`config.mk`:
```
export PLATFORM = sky130hd
export DESIGN_NAME = display_field_scheduler
export DESIGN_NICKNAME = d
export VERILOG_FILES = /design/src/rtl/display_field_scheduler.sv
export SDC_FILE = /design/constraint.sdc
export NUM_CORES = 1
export LEC_CHECK = 0
export ABC_AREA = 1
export BUFFER_PORTS_ARGS = -buffer_cell sky130_fd_sc_hd__buf_2
export CAP_MARGIN = 30
export CORE_ASPECT_RATIO = 0.9
export CORE_MARGIN = 4
export CORE_UTILIZATION = 30
export CTS_CLUSTER_DIAMETER = 200
export DETAILED_ROUTE_END_ITERATION = 8
export GPL_TIMING_DRIVEN = 1
export PLACE_DENSITY = 0.43
export SETUP_SLACK_MARGIN = 0.02
export SLEW_MARGIN = 10
export SYNTH_ARGS = -nofsm -noshare
export SYNTH_HDL_FRONTEND = slang
export SYNTH_SLANG_ARGS = --single-unit
```
`constraint.sdc`:
```
create_clock -name iclock -period 2.3 [get_ports iclock]
set_input_delay 0.345 -clock iclock [delete_from_list [all_inputs] [get_ports iclock]]
set_output_delay 0.345 -clock iclock [all_outputs]
set_load 0.005 [all_outputs]
```
`src/rtl/display_field_scheduler.sv`:
```
// display_field_scheduler: round-robin capture of three 16-bit status values
// into shadow registers, tear-free commit to display registers at frame start,
// and rotation of the displayed field every FRAMES_PER_PAGE frames.
// Optional macro DISPLAY_HOLD_EN adds input ihold, which freezes commit and
// rotation while high (arbitration into shadows keeps running).
module display_field_scheduler #(
    parameter int FRAMES_PER_PAGE = 120,
    parameter int CNT_W           = 8,
    parameter int RESET_SEL       = 0
) (
    input  logic        iclock,
    input  logic        ireset_n,
    input  logic        iframe_start,
    input  logic [2:0]  ireq,
    input  logic [15:0] itemperature,
    input  logic [15:0] iautor,
    input  logic [15:0] imusica,
`ifdef DISPLAY_HOLD_EN
    input  logic        ihold,
`endif
    output logic [2:0]  oack,
    output logic [15:0] odisplay_value,
    output logic [1:0]  odisplay_sel,
    output logic        oupdated
);

    typedef enum logic {S_RUN, S_COMMIT} state_t;

    localparam logic [CNT_W-1:0] LAST_CNT = CNT_W'(FRAMES_PER_PAGE - 1);

    state_t            state_q;
    logic [2:0][15:0]  shadow_q, disp_q, disp_d;
    logic [2:0]        dirty_q;
    logic [CNT_W-1:0]  cnt_q;
    logic [1:0]        rr_q, sel_q, sel_d;
    logic [2:0]        ack_q;
    logic              upd_q;
    logic [15:0]       val_q;

    logic [2:0]        eligible;
    logic              grant_vld;
    logic [1:0]        win;
    logic [15:0]       win_data;
    logic              hold_w;
    logic              commit_en;
    logic              wrap;
    logic [1:0]        sel_nxt;

`ifdef DISPLAY_HOLD_EN
    assign hold_w = ihold;
`else
    assign hold_w = 1'b0;
`endif

    // A producer still showing its ack this cycle is masked so a slow req drop
    // cannot earn a second grant.
    assign eligible = ireq & ~ack_q;

    // Round-robin winner: first eligible source at or above rr_q, modulo 3.
    always_comb begin
        grant_vld = 1'b0;
        win       = 2'd0;
        for (int k = 2; k >= 0; k--) begin
            int idx;
            idx = int'(rr_q) + k;
            if (idx >= 3) idx = idx - 3;
            if (eligible[idx]) begin
                grant_vld = 1'b1;
                win       = 2'(idx);
            end
        end
    end

    // Data of the winning source.
    always_comb begin
        case (win)
            2'd0:    win_data = itemperature;
            2'd1:    win_data = iautor;
            default: win_data = imusica;
        endcase
    end

    assign commit_en = (state_q == S_COMMIT) && !hold_w;
    assign wrap      = (cnt_q == LAST_CNT);
    assign sel_nxt   = (sel_q == 2'd2) ? 2'd0 : sel_q + 2'd1;

    // Next display registers and field selection; the registered output value
    // is taken from these so the commit is visible the cycle after S_COMMIT.
    always_comb begin
        for (int i = 0; i < 3; i++) begin
            disp_d[i] = (commit_en && dirty_q[i]) ? shadow_q[i] : disp_q[i];
        end
        sel_d = (commit_en && wrap) ? sel_nxt : sel_q;
    end

    // Run/commit FSM with arbitration, commit, page counter and output regs.
    always_ff @(posedge iclock or negedge ireset_n) begin
        if (!ireset_n) begin
            state_q  <= S_RUN;
            shadow_q <= '0;
            disp_q   <= '0;
            dirty_q  <= '0;
            cnt_q    <= '0;
            rr_q     <= 2'd0;
            sel_q    <= 2'(RESET_SEL);
            ack_q    <= '0;
            upd_q    <= 1'b0;
            val_q    <= '0;
        end else begin
            ack_q <= '0;
            upd_q <= 1'b0;
            case (state_q)
                S_RUN: begin
                    if (iframe_start) begin
                        state_q <= S_COMMIT;
                    end else if (grant_vld) begin
                        shadow_q[win] <= win_data;
                        dirty_q[win]  <= 1'b1;
                        ack_q         <= 3'b001 << win;
                        rr_q          <= (win == 2'd2) ? 2'd0 : win + 2'd1;
                    end
                end
                default: begin
                    state_q <= S_RUN;
                    if (commit_en) begin
                        dirty_q <= '0;
                        cnt_q   <= wrap ? '0 : cnt_q + CNT_W'(1);
                        upd_q   <= (|dirty_q) || wrap;
                    end
                end
            endcase
            disp_q <= disp_d;
            sel_q  <= sel_d;
            val_q  <= disp_d[sel_d];
        end
    end

    assign oack           = ack_q;
    assign odisplay_value = val_q;
    assign odisplay_sel   = sel_q;
    assign oupdated       = upd_q;

endmodule

```
==> key figures, run 1 <==
Outcome
  • Status: finished clean

Floorplanning
  • Die X: between 150 and 200 um
  • DIE HEIGHT: 142 um
  • Die area: between 20,000 and 25,000 um^2
  • Initial Utilization: 0.309
  • Core ar.: 19,500 um^2
  • I/O pin total: 76
  • Standard-cell rows: 48

Clocking
  • Clock buffer count from CTS: 17
  • Clk buf depth: 2
  • Root buffer cell: clkbuf_16
  • Reg clk slew, reported paths: roughly 0.06 ns
  • Max H-tree Level: 4
  • CTS Hold Bufs: 0
  • CTS sink count: approximately 130
  • TritonCTS clock tree: yes
  • Clock insertion delay at the later pin of the skew report: between 0.4 and 0.5 ns

Yosys
  • Syn nets: ~720
  • Warnings, synthesis: 0
  • Mapped cell area: 6020 um^2
  • Yosys cell types: 35
  • Seq/Total Area, Yosys: 0.549
  • Post-Syn Instances: 661
  • Post-synthesis register bit count: around 130
  • Synth Area per Inst: approximately 9.1 um^2

Drt
  • Vias per cell: 4.56
  • Pre-Repair DR Iteration Count: 5
  • Total Routed Length: 16.0 mm
  • Routed wire per std cell: about 16 um
  • DRT iter0 DRCs: 289
  • Post-route ant nets: 0
  • Total number of vias: about 4,600
  • Drt drc: 0

STA
  • Final Hold Violating Endpoints: 0
  • Max Slew Vio Count: 0
  • WHS: slightly below 0.009 ns
  • RSZ-0062 raised after global routing: false
  • Final setup vio count: 0
  • Final Skew: approximately 0.012 ns
  • Relative slew slack: 0.510
  • Worst slew pin tran: 0.735 ns
  • FMAX: 466 MHz
  • Final worst path period share: 0.932
  • Min cycle time layout: between 2 and 2.5 ns

Layout
  • Register area: around 3300 um^2
  • Filler instances: 1,980
  • Final instance area: 7420 um^2
  • Synthesis-to-finish area growth: 23.3%
  • Layout Utilization: 0.381
  • Share of layout cells above drive strength 1: 0.250
  • # diodes: 0
  • Highest-count cells in the layout ignoring fill and taps: nand2_1 (204), dfrtp_1 (132), buf_2 (74), inv_1 (66), nand3_1 (59)
  • Nets: around 800
  • Commonest non-fill, non-tap cell in the layout: nand2_1
  • Footprint of the multi-input gates: 2330 um^2

Placement
  • Port buffer count: 75
  • Final GP Congestion: 0.781
  • Final HPWL DP: about 11 mm
  • Placed inst area: roughly 6700 um^2

Critical path
  • Worst-path cell chain: inv_1, ha_2, inv_2, nand2_2, nand3_2, nand3_2, nand3_4, buf_12, nand3_1, nand3_1, nand2_1, nand2_1
  • Worst stage delay on the critical path: roughly 0.39 ns
  • Worst flop-to-flop path startpoint: rr_q[0]$_DFFE_PN0P_
  • Worst Setup End Kind: flop
  • Critical path launch point: rr_q[0]$_DFFE_PN0P_
  • Worst path required time: roughly 2.6 ns
  • CP Class: reg2reg
  • Critical Path Start Type: flop
  • CP Data Arrival Time: 2.45 ns
  • CP Max Fanout: 11
  • Slowest CP cell: ha_2

Power
  • LEAKAGE: around 4.0 nW
  • Comb pwr share: 0.415
  • Sw frac: 0.401
  • Clock share of power: 0.246
  • VDD IR max: approximately 0.81 mV
  • Sequential power share: 0.339
  • Psw: around 4.4 mW
  • Internal power: ~6.6 mW
  • Power Dens Cells: between 1000 and 1500 nW/um^2

Worst hold path
  • HP Class: in2async

Global routing
  • First-pass GRT wire length: about 27 mm
  • Largest net degree at the start of global routing: 133
  • Global router's overall resource usage: 0.154
  • Grt ovf: 0
  • Number of global-route vias before repair: 4,920
  • Initial antenna violation count: 0

Flow run
  • Max Cap Viol: 0
-- power by group through the flow --
| stage | registers (mW) | clock network, mW | logic [mW] |
|---|---|---|---|
| after floorplan | 3.65 | 0 | 3.00 |
| after global placement | 3.74 | 0 | 4.10 |
| after detailed placement | 3.75 | 0 | 4.21 |
| after CTS | 3.72 | 2.78 | 4.51 |
| after global routing | 3.82 | 2.88 | 5.18 |
| final | 3.71 | 2.69 | 4.55 |
-- critical path, delay by kind of cell (launching register included) --
| kind | cells | cell delay (ns) |
|---|---|---|
| adders and majority gates | 1 | 0.39 |
| DFF | 1 | 0.38 |
| buffers and inverters | 3 | 0.35 |
| and+or+nand+nor | 8 | 0.91 |
-- cell type report --
class / instances / share of cell area
clock buffers: 18 / 0.0592
clock inverters: 14 / 0.0207
inverters: 77 / 0.0396
multi-input cells: 429 / 0.314
flip-flops and latches: 132 / 0.445
well taps: 250 / 0.0422
repair buffers: 95 / 0.0796
-- final timing paths --
kind,end,slack (ns),depth (start not counted)
max reg2reg,shadow_q[27]$_DFFE_PN0P_,0.16,12
min,cnt_q[7]$_DFFE_PN0P_,0.009,2
max,shadow_q[27]$_DFFE_PN0P_,0.16,12
min reg2reg,shadow_q[23]$_DFFE_PN0P_,0.47,2
max in group asynchronous,disp_q[23]$_DFF_PN0_,1.73,2
min in group iclock,commit_en$_DFF_PN0_,0.23,3
-- layer usage --
metal | share of wire | track usage | vias to the layer above
li1 | - | - | 2294
met1 | 0.51 | 0.225 | 2204
met2 | 0.43 | 0.224 | 116
met3 | 0.049 | 0.0401 | 14
met4 | 0.011 | 0.0444 | 0
met5 | 0 | 0 | -
-- state kept, by name, indices dropped and copies added (netlist names) --
name / count
disp_q: 48
commit_en: 1
oupdated: 1
rr_q: 2
odisplay_value: 16
dirty_q: 3
cnt_q: 8
odisplay_sel: 2
oack: 3
shadow_q: 48
-- synth_stat cells --
cell | number | area, um^2
ha_1 | 4 | 50.1
dfrtp_1 | 132 | 3300
buf_8 | 1 | 15.0
nand3_2 | 6 | 60.1
buf_4 | 8 | 60.1
a21oi_1 | 4 | 20.0
mux2_2 | 16 | 180
buf_6 | 3 | 33.8
o211ai_1 | 1 | 7.51
xor2_1 | 2 | 17.5
nor2_8 | 1 | 20.0
nand3_1 | 66 | 330
nor3_2 | 2 | 20.0
nand3_4 | 1 | 17.5
a41oi_1 | 1 | 8.76
nand4_4 | 2 | 42.5
o21ai_1 | 28 | 140
nand2_4 | 4 | 45.0
nand2_8 | 1 | 20.0
buf_2 | 7 | 35.0
nand2_1 | 204 | 766
inv_1 | 66 | 248
inv_2 | 10 | 37.5
o21ai_0 | 29 | 145
nand4_1 | 2 | 12.5
nor3b_1 | 1 | 7.51
clkbuf_1 | 5 | 18.8
inv_4 | 1 | 6.26
nand4_2 | 1 | 12.5
nand2_2 | 5 | 31.3
nor2_1 | 27 | 101
o21ai_4 | 1 | 16.3
nor2_4 | 2 | 22.5
o21ai_2 | 1 | 8.76
mux2i_1 | 16 | 160
-- stage by stage --
step                cells  TNS (ns)  worst slack (ns)  total power, mW
floorplan             661         0             0.437             6.65
global placement      976         0            0.0956             7.83
detailed placement    976   -0.0261           -0.0129             7.96
CTS                  1015         0            0.0389             11.0
global route         1015         0            0.0253             11.9
finish               1015         0             0.156             11.0
-- what timing repair did --
| item | CTS | global route |
|---|---|---|
| setup buffers | 6 | 0 |
| cloned | 1 | 0 |
| resized for setup | 0 | 12 |
| pin swaps | 2 | 1 |
| setup endpoints to repair | 16 | 49 |
-- kinds of logic (layout without fill, tap and decap cells) --
logic type | after synthesis | after routing | synth area share
buffers and inverters | 101 | 204 | 0.0754
flip-flops | 132 | 132 | 0.549
adder cells (fa/ha/maj) | 4 | 4 | 0.00831
AND/OR/NAND/NOR | 325 | 326 | 0.251
XOR/XNOR | 2 | 2 | 0.00291
AO/OA/AOI/OAI | 65 | 65 | 0.0576
multiplexers | 32 | 32 | 0.0565
Power figures use the tool's default switching activity.
==> run 2, diff against run 1 <==
Settings changed: BUFFER_PORTS_ARGS -buffer_cell sky130_fd_sc_hd__buf_2 to unset, DONT_BUFFER_PORTS set to 1, PLACE_DENSITY 0.43 to 0.4.
==> key figures, run 2 (same netlist as run 1, synthesis figures left out) <==
Drt
  • Total number of vias: 4,412 (-4.7%)
  • DRT iter0 DRCs: 272 (-5.9%)
  • Routed wire per std cell: 17.4 um (+11%)
  • Vias per cell: 4.68 (+2.7%)
  • Post-route ant nets: 0 (unchanged)
  • Pre-Repair DR Iteration Count: 5 (unchanged)
  • Total Routed Length: 16.4 mm (+2.7%)
  • Drt drc: 0 (unchanged)

STA
  • Final Skew: 0.0118 ns (-0.000307 ns)
  • WHS: -0.376 ns (-0.385 ns)
  • Min cycle time layout: 2.09 ns (-0.0516 ns)
  • Relative slew slack: 0.707 (+0.197)
  • FMAX: 478 MHz (+2.5%)
  • Max Slew Vio Count: 0 (unchanged)
  • Worst slew pin tran: 0.438 ns (-0.297 ns)
  • Final Hold Violating Endpoints: 132 (+132)
  • Final worst path period share: 0.910 (-0.0225)
  • RSZ-0062 raised after global routing: false
  • Final setup vio count: 0 (unchanged)
  • Final worst slack: 0.208 ns (+0.0516 ns)
  • Setup TNS: 0 ns (unchanged)

Critical path
  • CP Class: reg2reg
  • Worst Setup End Kind: flop
  • Critical path launch point: cnt_q[0]$_DFFE_PN0P_
  • Reg-to-reg setup timing slack: 0.21 ns (+0.05 ns)
  • Worst stage delay on the critical path: 0.38 ns (about the same)
  • Crit-path most repeated cell: o21ai_1
  • Slowest CP cell: dfrtp_1
  • Capture point of the worst reg-to-reg path: odisplay_value[5]$_DFF_PN0_
  • CP Data Arrival Time: 2.40 ns (-0.05 ns)
  • Worst-path cell chain: ha_1, nand2_1, inv_1, nand3_2, nor2_4, inv_2, o21ai_4, buf_4, o21ai_1, o21ai_1
  • Critical Path Start Type: flop
  • R2R cell count: 10 (-2)
  • Worst flop-to-flop path startpoint: cnt_q[0]$_DFFE_PN0P_
  • Crit path to: odisplay_value[5]$_DFF_PN0_
  • Worst path required time: 2.61 ns (about the same)
  • CP Max Fanout: 10 (-1)

Power
  • Clock share of power: 0.246 (about the same)
  • Psw: 4.15 mW (-5.4%)
  • Tot Pwr: 10.5 mW (-3.9%)
  • VDD IR max: 0.781 mV (-3.1%)
  • Sequential power share: 0.357 (+0.018)
  • LEAKAGE: 3.64 nW (-8.9%)
  • Power Dens Cells: 1510 nW/um^2 (+2.1%)
  • Comb pwr share: 0.397 (-0.018)
  • Sw frac: 0.395 (-0.00613)
  • Internal power: 6.37 mW (-2.9%)

Floorplanning
  • I/O pin total: 76 (unchanged)
  • DIE HEIGHT: 142 um (unchanged)
  • Die X: 157 um (unchanged)
  • Core ar.: 19,500 um^2 (unchanged)
  • Initial Utilization: 0.309 (unchanged)
  • Die area: 22,400 um^2 (unchanged)
  • Standard-cell rows: 48 (unchanged)

Clocking
  • Root buffer cell: clkbuf_16
  • Reg clk slew, reported paths: 0.06 ns (about the same)
  • Max H-tree Level: 4 (unchanged)
  • Clock insertion delay at the later pin of the skew report: 0.41 ns (about the same)
  • Clk buf depth: 2 (unchanged)
  • TritonCTS clock tree: yes
  • Clock buffer count from CTS: 17 (unchanged)
  • CTS sink count: 132 (unchanged)

Layout
  • # diodes: 0 (unchanged)
  • Synthesis-to-finish area growth: 16.1%
  • Highest-count cells in the layout ignoring fill and taps: nand2_1 (204), dfrtp_1 (132), inv_1 (66), nand3_1 (63), o21ai_0 (29)
  • Footprint of the multi-input gates: 2300 um^2 (-1.2%)
  • Register area: 3300 um^2 (unchanged)
  • Filler instances: 2,031 (+2.6%)
  • Nets: 737 (-9.0%)
  • Non-filler instance count after layout: 942 (-7.2%)
  • Layout Utilization: 0.359 (-0.0222)
  • Commonest non-fill, non-tap cell in the layout: nand2_1
  • Share of layout cells above drive strength 1: 0.160 (-0.0893)
  • Final instance area: 6990 um^2 (-5.8%)

Global routing
  • Number of global-route vias before repair: 4,494 (-8.7%)
  • Grt ovf: 0 (unchanged)
  • Largest net degree at the start of global routing: 133 (unchanged)
  • First-pass GRT wire length: 26.2 mm (-2.4%)
  • Initial antenna violation count: 0 (unchanged)
  • Global router's overall resource usage: 0.154 (+0.000261)

Placement
  • Port buffer count: 0 (-100%)
  • Final HPWL DP: 11.0 mm (-0.17%)
  • Final GP Congestion: 0.765 (-2.0%)
  • Pre-CTS setup slack: 0.0611 ns (+0.0740 ns)
  • DP Cell Count: 906 (-7.2%)
  • Placed inst area: 6330 um^2 (-5.5%)

Outcome
  • Status: complete, but fails checks
  • Failing checks: hold timing

Flow run
  • Max Cap Viol: 0 (unchanged)

Worst hold path
  • HP Class: in2async
[run 2: timing repair]
action	4_1_cts	5_1_grt
resized for setup	0	11
setup buffers	0	4
setup endpoints to repair	0	53
hold endpoints to repair	132	132
[run 2: final cells by class]
| type | instances | share of cell area |
|---|---|---|
| sequential | 132 | 0.473 |
| multi-input combinational | 428 | 0.329 |
| clock buffer | 24 | 0.0704 |
| tap | 250 | 0.0448 |
| inverter | 77 | 0.0424 |
| timing repair buffer | 23 | 0.0301 |
| clock inverter | 8 | 0.0107 |
[run 2: worst max-delay path, delay by kind of cell, from the launching register on]
kind	cells	cell delay, ns
compound gates	3	0.64
fa+ha+maj	1	0.20
buf+inv	3	0.42
flops	1	0.38
simple gates	3	0.35
[run 2: worst min-delay path by stage]
| stage | end | slack (ns) |
|---|---|---|
| final | odisplay_value[3]$_DFF_PN0_ | -0.38 |
| after global routing | odisplay_value[3]$_DFF_PN0_ | -0.41 |
| after CTS | odisplay_value[3]$_DFF_PN0_ | -0.39 |
| after detailed placement | odisplay_value[3]$_DFF_PN0_ | 0.06 |
| after global placement | odisplay_value[3]$_DFF_PN0_ | 0.06 |
| after floorplan | cnt_q[0]$_DFFE_PN0P_ | 0.05 |
[run 2: power by group through the flow]
| stage | clock [mW] | sequential [mW] | combinational [mW] |
|---|---|---|---|
| floorplan | 0 | 3.65 | 3.00 |
| global placement | 0 | 3.78 | 3.98 |
| detailed placement | 0 | 3.80 | 4.05 |
| CTS | 2.66 | 3.77 | 4.07 |
| global route | 2.79 | 3.88 | 4.74 |
| finish | 2.59 | 3.76 | 4.18 |
[run 2: metal layers]
| layer | global-route usage | up-vias | share of wire |
|---|---|---|---|
| li1 | - | 2149 | - |
| met1 | 0.214 | 2164 | 0.49 |
| met2 | 0.236 | 92 | 0.46 |
| met3 | 0.0541 | 7 | 0.048 |
| met4 | 0.0299 | 0 | 0.0080 |
| met5 | 0 | - | 0 |
